## src/rtl/rssi_log_conv.sv

```systemverilog
// Three-stage linear-power to dB (1/32 dB) converter with hysteretic CCA and optional peak hold.
// Define RSSI_PEAK_HOLD_EN to build the peak-hold register; otherwise PEAK_DB is tied to 0.
module rssi_log_conv #(
  parameter int unsigned IN_WIDTH = 37,
  parameter int unsigned DB_WIDTH = 12
) (
  input  logic                       CLK,
  input  logic                       RSTn,
  input  logic signed [IN_WIDTH-1:0] PWR,
  input  logic                       PWR_VALID,
  input  logic        [DB_WIDTH-1:0] TH_HI,
  input  logic        [DB_WIDTH-1:0] TH_LO,
  input  logic                       PEAK_CLR,
  output logic        [DB_WIDTH-1:0] RSSI_DB,
  output logic                       RSSI_VALID,
  output logic                       PWR_ZERO,
  output logic                       CCA_BUSY,
  output logic        [DB_WIDTH-1:0] PEAK_DB
);

  localparam int unsigned EW = $clog2(IN_WIDTH - 1);
  localparam int unsigned LW = EW + 5;
  localparam int unsigned PW = LW + 12;

  function automatic logic [4:0] log_lut(input logic [3:0] m);
    unique case (m)
      4'd0:  log_lut = 5'd0;
      4'd1:  log_lut = 5'd3;
      4'd2:  log_lut = 5'd5;
      4'd3:  log_lut = 5'd8;
      4'd4:  log_lut = 5'd10;
      4'd5:  log_lut = 5'd12;
      4'd6:  log_lut = 5'd14;
      4'd7:  log_lut = 5'd17;
      4'd8:  log_lut = 5'd19;
      4'd9:  log_lut = 5'd21;
      4'd10: log_lut = 5'd22;
      4'd11: log_lut = 5'd24;
      4'd12: log_lut = 5'd26;
      4'd13: log_lut = 5'd28;
      4'd14: log_lut = 5'd29;
      default: log_lut = 5'd31;
    endcase
  endfunction

  // Valid bits and outputs are reset; pipeline data registers are not.
  logic                v1_q, v2_q;
  logic [EW-1:0]       e_d, e_q;
  logic [3:0]          m_d, m_q;
  logic                z_d, z1_q, z2_q;
  logic [LW-1:0]       l_d, l_q;
  logic [PW-1:0]       prod;
  logic [DB_WIDTH-1:0] db_d, rssi_q;
  logic                rssi_valid_q, pwr_zero_q, cca_q;
  logic [IN_WIDTH+2:0] pad;

  // Leading-one search; pad puts four zeros below bit 0 so the mantissa window never underflows.
  always_comb begin
    e_d = '0;
    m_d = '0;
    pad = {PWR[IN_WIDTH-2:0], 4'b0000};
    for (int i = 0; i < int'(IN_WIDTH) - 1; i++) begin
      if (PWR[i]) begin
        e_d = EW'(i);
        m_d = pad[i +: 4];
      end
    end
    z_d = PWR[IN_WIDTH-1] || (PWR == '0);
  end

  always_comb begin
    l_d  = {e_q, 5'b00000} + LW'(log_lut(m_q));
    prod = PW'(l_q) * PW'(3083) + PW'(512);
    db_d = z2_q ? '0 : DB_WIDTH'(prod[PW-1:10]);
  end

  always_ff @(posedge CLK) begin
    e_q  <= e_d;
    m_q  <= m_d;
    z1_q <= z_d;
    l_q  <= l_d;
    z2_q <= z1_q;
  end

  always_ff @(posedge CLK or negedge RSTn) begin
    if (!RSTn) begin
      v1_q         <= 1'b0;
      v2_q         <= 1'b0;
      rssi_valid_q <= 1'b0;
      rssi_q       <= '0;
      pwr_zero_q   <= 1'b0;
      cca_q        <= 1'b0;
    end else begin
      v1_q         <= PWR_VALID;
      v2_q         <= v1_q;
      rssi_valid_q <= v2_q;
      if (v2_q) begin
        rssi_q     <= db_d;
        pwr_zero_q <= z2_q;
      end
      // Set is checked first so it wins when TH_LO > TH_HI.
      if (rssi_valid_q) begin
        if (rssi_q >= TH_HI) begin
          cca_q <= 1'b1;
        end else if (rssi_q < TH_LO) begin
          cca_q <= 1'b0;
        end
      end
    end
  end

`ifdef RSSI_PEAK_HOLD_EN
  logic [DB_WIDTH-1:0] peak_q;

  always_ff @(posedge CLK or negedge RSTn) begin
    if (!RSTn) begin
      peak_q <= '0;
    end else if (rssi_valid_q && (PEAK_CLR || (rssi_q > peak_q))) begin
      peak_q <= rssi_q;
    end else if (PEAK_CLR) begin
      peak_q <= '0;
    end
  end

  assign PEAK_DB = peak_q;
`else
  logic unused_peak_clr;
  assign unused_peak_clr = PEAK_CLR;
  assign PEAK_DB         = '0;
`endif

  assign RSSI_DB    = rssi_q;
  assign RSSI_VALID = rssi_valid_q;
  assign PWR_ZERO   = pwr_zero_q;
  assign CCA_BUSY   = cca_q;

endmodule

```

## config.mk

```make
export PLATFORM = sky130hd
export DESIGN_NAME = rssi_log_conv
export DESIGN_NICKNAME = d
export VERILOG_FILES = /design/src/rtl/rssi_log_conv.sv
export SDC_FILE = /design/constraint.sdc
export NUM_CORES = 1
export LEC_CHECK = 0
export ABC_AREA = 1
export ABC_CLOCK_PERIOD_IN_PS = 3800
export CAP_MARGIN = 10
export CORE_AREA = 2 2 112 114
export CTS_BUF_LIST = sky130_fd_sc_hd__clkbuf_16
export DETAILED_ROUTE_END_ITERATION = 10
export DIE_AREA = 0 0 114 116
export GPL_TIMING_DRIVEN = 0
export PLACE_DENSITY = 0.71
export SLEW_MARGIN = 20
export SYNTH_ARGS = -nofsm -noshare
export SYNTH_HDL_FRONTEND = slang
export SYNTH_SLANG_ARGS = --single-unit
```

## constraint.sdc

```tcl
create_clock -name CLK -period 3.8 [get_ports CLK]
set_clock_uncertainty 0.1 [all_clocks]
set_input_delay 0.57 -clock CLK [delete_from_list [all_inputs] [get_ports CLK]]
set_output_delay 0.57 -clock CLK [all_outputs]
set_load 0.01 [all_outputs]
```

Word-level counts from Yosys, hierarchy flattened
Memories as Yosys holds them, arrays and structs flattened. A register that Yosys moved wholly into a read port is not among the register bits. Index checks and enable logic that the tools add are counted.

Flip-flop bits (word level): 36. Bits in read-only memories: 80. Input bits: 65. Output and inout bits: 27. Memories kept: 1.

Memories: (no name shown) (words 16, bits a word 5, read ports 1, clocked after Yosys merged registers in 1, wr ports 0, line 26) `unique case (m)`.

$add $sub $neg: 2. Multipliers: 1. $lt $le $gt $ge: 2. Muxes and demuxes: 72. Reduce and logical (&&, ||, !) cells: 6.

Operators by type and width (count): 2-to-1 mux 6 bit (29); 2-to-1 mux 4 bit (35); zero test 37 bit (1); adder 22 x 10 -> 22 bit, second input constant (1); multiplier 11 x 12 -> 22 bit, second input constant (1); greater-or-equal comparator 12 bit (1); < comparator 12 bit (1); 2-to-1 mux 12 bit (1); adder 11 x 5 -> 11 bit (1); 2-to-1 mux 2 bit (3); 2-to-1 mux 1 bit (4); OR reduction 4 bit (1); AND reduction 2 bit (1); nonzero test 2 bit (1); OR reduction 2 bit (1); logical OR 1 bit (1).

Logic depth before layout (Yosys ltp)
Word-level depth: 35. Gate-level depth with buffers: 30. Gate-level depth less buffers: 29.

Least setup slack after synthesis
Ideal clock, no wire load.

Kind: register to register. From: reg l_q[9]. To: reg rssi_q[11], in the netlist RSSI_DB[11]. Setup time: 0.123 ns. Arrival time: 3.908 ns. Setup slack: -0.331 ns. Stages on the path, launching flop included: 24. Path buffers: 0. Clock period less this slack: 4.131 ns. Cell sequence: dfxtp_1 -> inv_1 -> ha_1 -> xnor2_1 -> xnor2_1 -> fa_1 -> inv_1 -> fa_1 -> ha_1 -> ha_1 -> nand2_1 -> o21ai_1 -> a21oi_1 -> nand2_1 -> nand2_1 -> nand2_1 -> nand2_1 -> nand2_1 -> nand2_1 -> a21boi_1 -> nand2_1 -> nand2_1 -> xor2_1 -> o21ai_1.

Cells in the longest elaborated chain, start to end: 3.

Ends and longest elaborated chain: start: declaration (line 51) `logic [LW-1:0] l_d, l_q;`; start signal: assignment (line 81) `l_q <= l_d;`; multiplier 11 x 12 -> 22 bit (line 73) `prod = PW'(l_q) * PW'(3083) + PW'(512);`; adder 22 x 10 -> 22 bit (line 73); 2-to-1 mux 12 bit (line 74) `db_d = z2_q ? '0 : DB_WIDTH'(prod[PW-1:10]);`; end signal: assignment (line 90) `rssi_q <= '0;`; end signal: assignment (line 98) `rssi_q <= db_d;`; end: declaration (line 53) `logic [DB_WIDTH-1:0] db_d, rssi_q;`.

No other way between the ends. A chain may end at the register's enable or synchronous reset.

Final worst setup path
Same ends and word-level chain as after synthesis.

==> metrics.md <==
| Metric | Value |
|---|---|
| Outcome | complete, but fails checks |
| Violated checks | setup timing |
| Worst r2r src | l_q[9] |
| Later-pin clock latency in the skew report | 0.28 ns |
| Leak pwr | 3.48 nW |
| Critical path, cell by cell | inv_4 > ha_4 > xnor2_4 > xnor2_2 > fa_1 > inv_2 > fa_2 > ha_4 > ha_4 > nand2_4 > o21ai_2 > a21oi_1 > nand2_1 > nand2_2 > nand2_2 > nand2_2 > nand2_2 > nand2_2 > a21boi_2 > nand2_1 > nand2_1 > xor2_1 > o21ai_1 |
| Period utilization | 1.06 |
| Final instance area | 0.00674 mm2 |
| FMAX | 248 MHz |
| Initial antenna violation count | 0 |
| Port bufs | 71 |
| Library cells used by synthesis | 45 |
| Largest net degree at the start of global routing | 18 |
| H-Tree Depth | 2 |
| Fin. max-slew vios | 0 |
| Total Power | 2.61 mW |
| Fin crit period | 4.03 ns |
| Worst setup margin | -0.231 ns |
| Die Width | 114 um |
| Commonest register cell after synthesis | dfxtp_1 |
| Num ports | 92 |
| Die Area | 0.0132 mm2 |
| Critical Path Max Stage Delay | 0.55 ns |
| Remaining DRCs | 0 |
| Nets | 1060 |
| Worst relative slew slack | 0.509 |
| Worst setup path class | reg -> reg |
| Critical Path Fanout Max | 4 |
| Vias in the first global route | 4665 |
| Commonest cells in the netlist | 191 x nand2_1, 131 x inv_1, 102 x ha_1 |
| Core Region | 0.0119 mm2 |
| Util after Layout | 0.566 |
| Final hold violation count | 0 |
| Startpoint types | flop |
| GPL Wtd Cong | 0.835 |
| Most frequent cell after synthesis | nand2_1 |
| Via count | 5046 |
| Routed Antenna Nets | 0 |
| Cts bufs inserted | 5 |
| Max_cap viols | 0 |
| TritonCTS clock tree | done |
| First-pass GRT wire length | 20400 um |
| Most used cell along the critical path | nand2_2 |
| Hold path startpoint | l_d[0] |
| Area grow syn2layout | 27.6% |
| Mapped Cells | 781 |
| RSZ-0062 raised after global routing | yes |
| Post-synth top area share | 0.242 |
| Number of synthesized register bits | 41 |
| Slowest stage cell, crit path | fa_1 |
| Worst Hold Class | reg -> reg |
| Synth top area cells | ha_1 24%, nand2_1 14%, inv_1 9.3% |
| Synthesized area per cell | 6.76 um2 |
| Worst Setup SP | l_q[9] |
| Clk pin slew, worst setup/hold paths | 0.06 ns |
| Die H | 116 um |
| First-pass detailed-route iteration total | 5 |
| DR iter-0 viols | 240 |
| Drt via density | 4.90 |
| Async set or reset register ratio after synthesis | 0.415 |
| Seq/Total Area, Yosys | 0.172 |
| Hold-fix buffers, CTS | 0 |
| Cell Area, Placed | 0.00633 mm2 |
| VDD IR max | 0.000234 V |
| FF-to-FF setup slack | -0.23 ns |
| Initial cell density of the core | 0.443 |
| Final WL | 11600 um |
| Setup-failing EPs final | 4 |
| Yosys top cell by area | ha_1 |
| Yosys warnings | 0 |
| Clock buffer depth | 2 |
| Dpl hpwl | 9250 um |
| Critical Path RT | 3.86 ns |
| CP Data Arrival Time | 4.09 ns |
| WL/cell | 11.3 um |
| N_diodes | 0 |
| Fillers | 1106 |
| Layout cells sized above 1 | 0.119 |
| TritonCTS Sinks | 41 |
| Worst slew pin tran | 0.734 ns |
| Post-synthesis cell area | 0.00528 mm2 |
| Root Buffer Master | clkbuf_16 |
| CP endpoint kind | flop |
| PwrDens | 388 mW/mm2 |
| Post-synth EDFFs | 0 |
| Total grt overflow | 0 |
| All-Layer GR Usage | 0.184 |
| FP Rows | 40 |
## layout by cell type (no fill, tap or decap), drive strengths merged, types with 2 or more instances in the layout
| master | netlist | layout |
|---|---|---|
| conb | 1 | 12 |
| o31ai | 3 | 3 |
| o21ai | 65 | 65 |
| clkinv | 2 | 3 |
| a21oi | 56 | 56 |
| o21bai | 2 | 2 |
| dfxtp | 24 | 24 |
| fa | 12 | 12 |
| nand2 | 198 | 198 |
| xnor2 | 5 | 5 |
| nand4 | 3 | 3 |
| clkdlybuf4s50 | 1 | 72 |
| a211oi | 11 | 11 |
| nand3 | 18 | 18 |
| ha | 102 | 102 |
| dfrtp | 17 | 17 |
| buf | 19 | 30 |
| a31o | 2 | 2 |
| a31oi | 2 | 2 |
| a21boi | 4 | 4 |
| a221oi | 3 | 3 |
| nor3 | 11 | 11 |
| nor2 | 67 | 67 |
| inv | 141 | 142 |
| clkbuf | 3 | 8 |
## stage by stage
step                      cells  setup slack [ns]  hold slack, ns  setup TNS (ns)
after floorplan             792            0.0133           0.174               0
after global placement     1010            -0.250           0.210          -0.520
after detailed placement   1010            -0.280           0.212          -0.627
after CTS                  1025            -0.241           0.224          -0.325
after global routing       1029            -0.455           0.236           -1.66
final                      1029            -0.231           0.220          -0.510
## flip-flops by register name (all words and copies together), names as in the netlist
signal	count
RSSI_DB	12
l_q	11
e_q	6
l_d	5
CCA_BUSY	1
PWR_ZERO	1
RSSI_VALID	1
v1_q	1
v2_q	1
z1_q	1
z2_q	1
## final timing paths
check | cells past startpoint | endpoint
worst max-delay path | 23 | RSSI_DB[11]
worst min-delay path | 0 | l_q[0]
worst max register to register | 23 | RSSI_DB[11]
worst min register to register | 0 | l_q[0]
max in group asynchronous | 1 | CCA_BUSY
min in group asynchronous | 1 | RSSI_DB[5]
## area by class of cell
| type | instances | area (um2) | area share |
|---|---|---|---|
| buffer | 24 | 185 | 0.0275 |
| sequential | 41 | 923 | 0.137 |
| timing repair buffer | 82 | 793 | 0.118 |
| clock inverter | 3 | 37.5 | 0.00557 |
| clock buffer | 5 | 125 | 0.0186 |
| tap | 147 | 184 | 0.0273 |
| inverter | 143 | 544 | 0.0808 |
| multi-input combinational | 584 | 3940 | 0.585 |
## per-layer routing
metal	part of all wire	wire (um)	track usage	vias to the layer above
li1	-	-	-	2701
met1	0.47	5510	0.244	2205
met2	0.46	5350	0.323	130
met3	0.053	611	0.0246	10
met4	0.011	131	0.0390	0
met5	0	0	0	-
## worst max-delay path: cells and delay by family (launching register included)
kind	cells	cell delay [ns]
adders and majority gates	5	1.81
and+or+nand+nor	9	0.64
AOI/OAI and AO/OA	4	0.46
xor gates and xnor gates	3	0.42
DFF	1	0.38
buffers and inverters	2	0.09
## kinds of logic after synthesis
kind of cell             count (synthesis)  synth area share
AO/OA/AOI/OAI                          154             0.166
XOR/XNOR                                 6           0.00995
adder cells (fa/ha/maj)                114             0.287
buffers and inverters                  167             0.138
flip-flops                              41             0.172
other                                    1          0.000710
AND/OR/NAND/NOR                        298             0.227
## what timing repair did
item / 4_1_cts / 5_1_grt
resized for setup: 20 / 16
pin swaps: 10 / 26
setup endpoints to repair: 6 / 8
endpoints found under the hold margin: 0 / 0
buffers inserted: 7 / 4
## report_power, final
group,switching [mW],total [mW],internal (mW),leakage [nW]
clock,0.162,0.467,0.305,0.0826
combinational,0.802,1.57,0.765,2.98
sequential,0.0699,0.576,0.506,0.416
total,1.03,2.61,1.58,3.48
(Power assumes the default switching activity.)
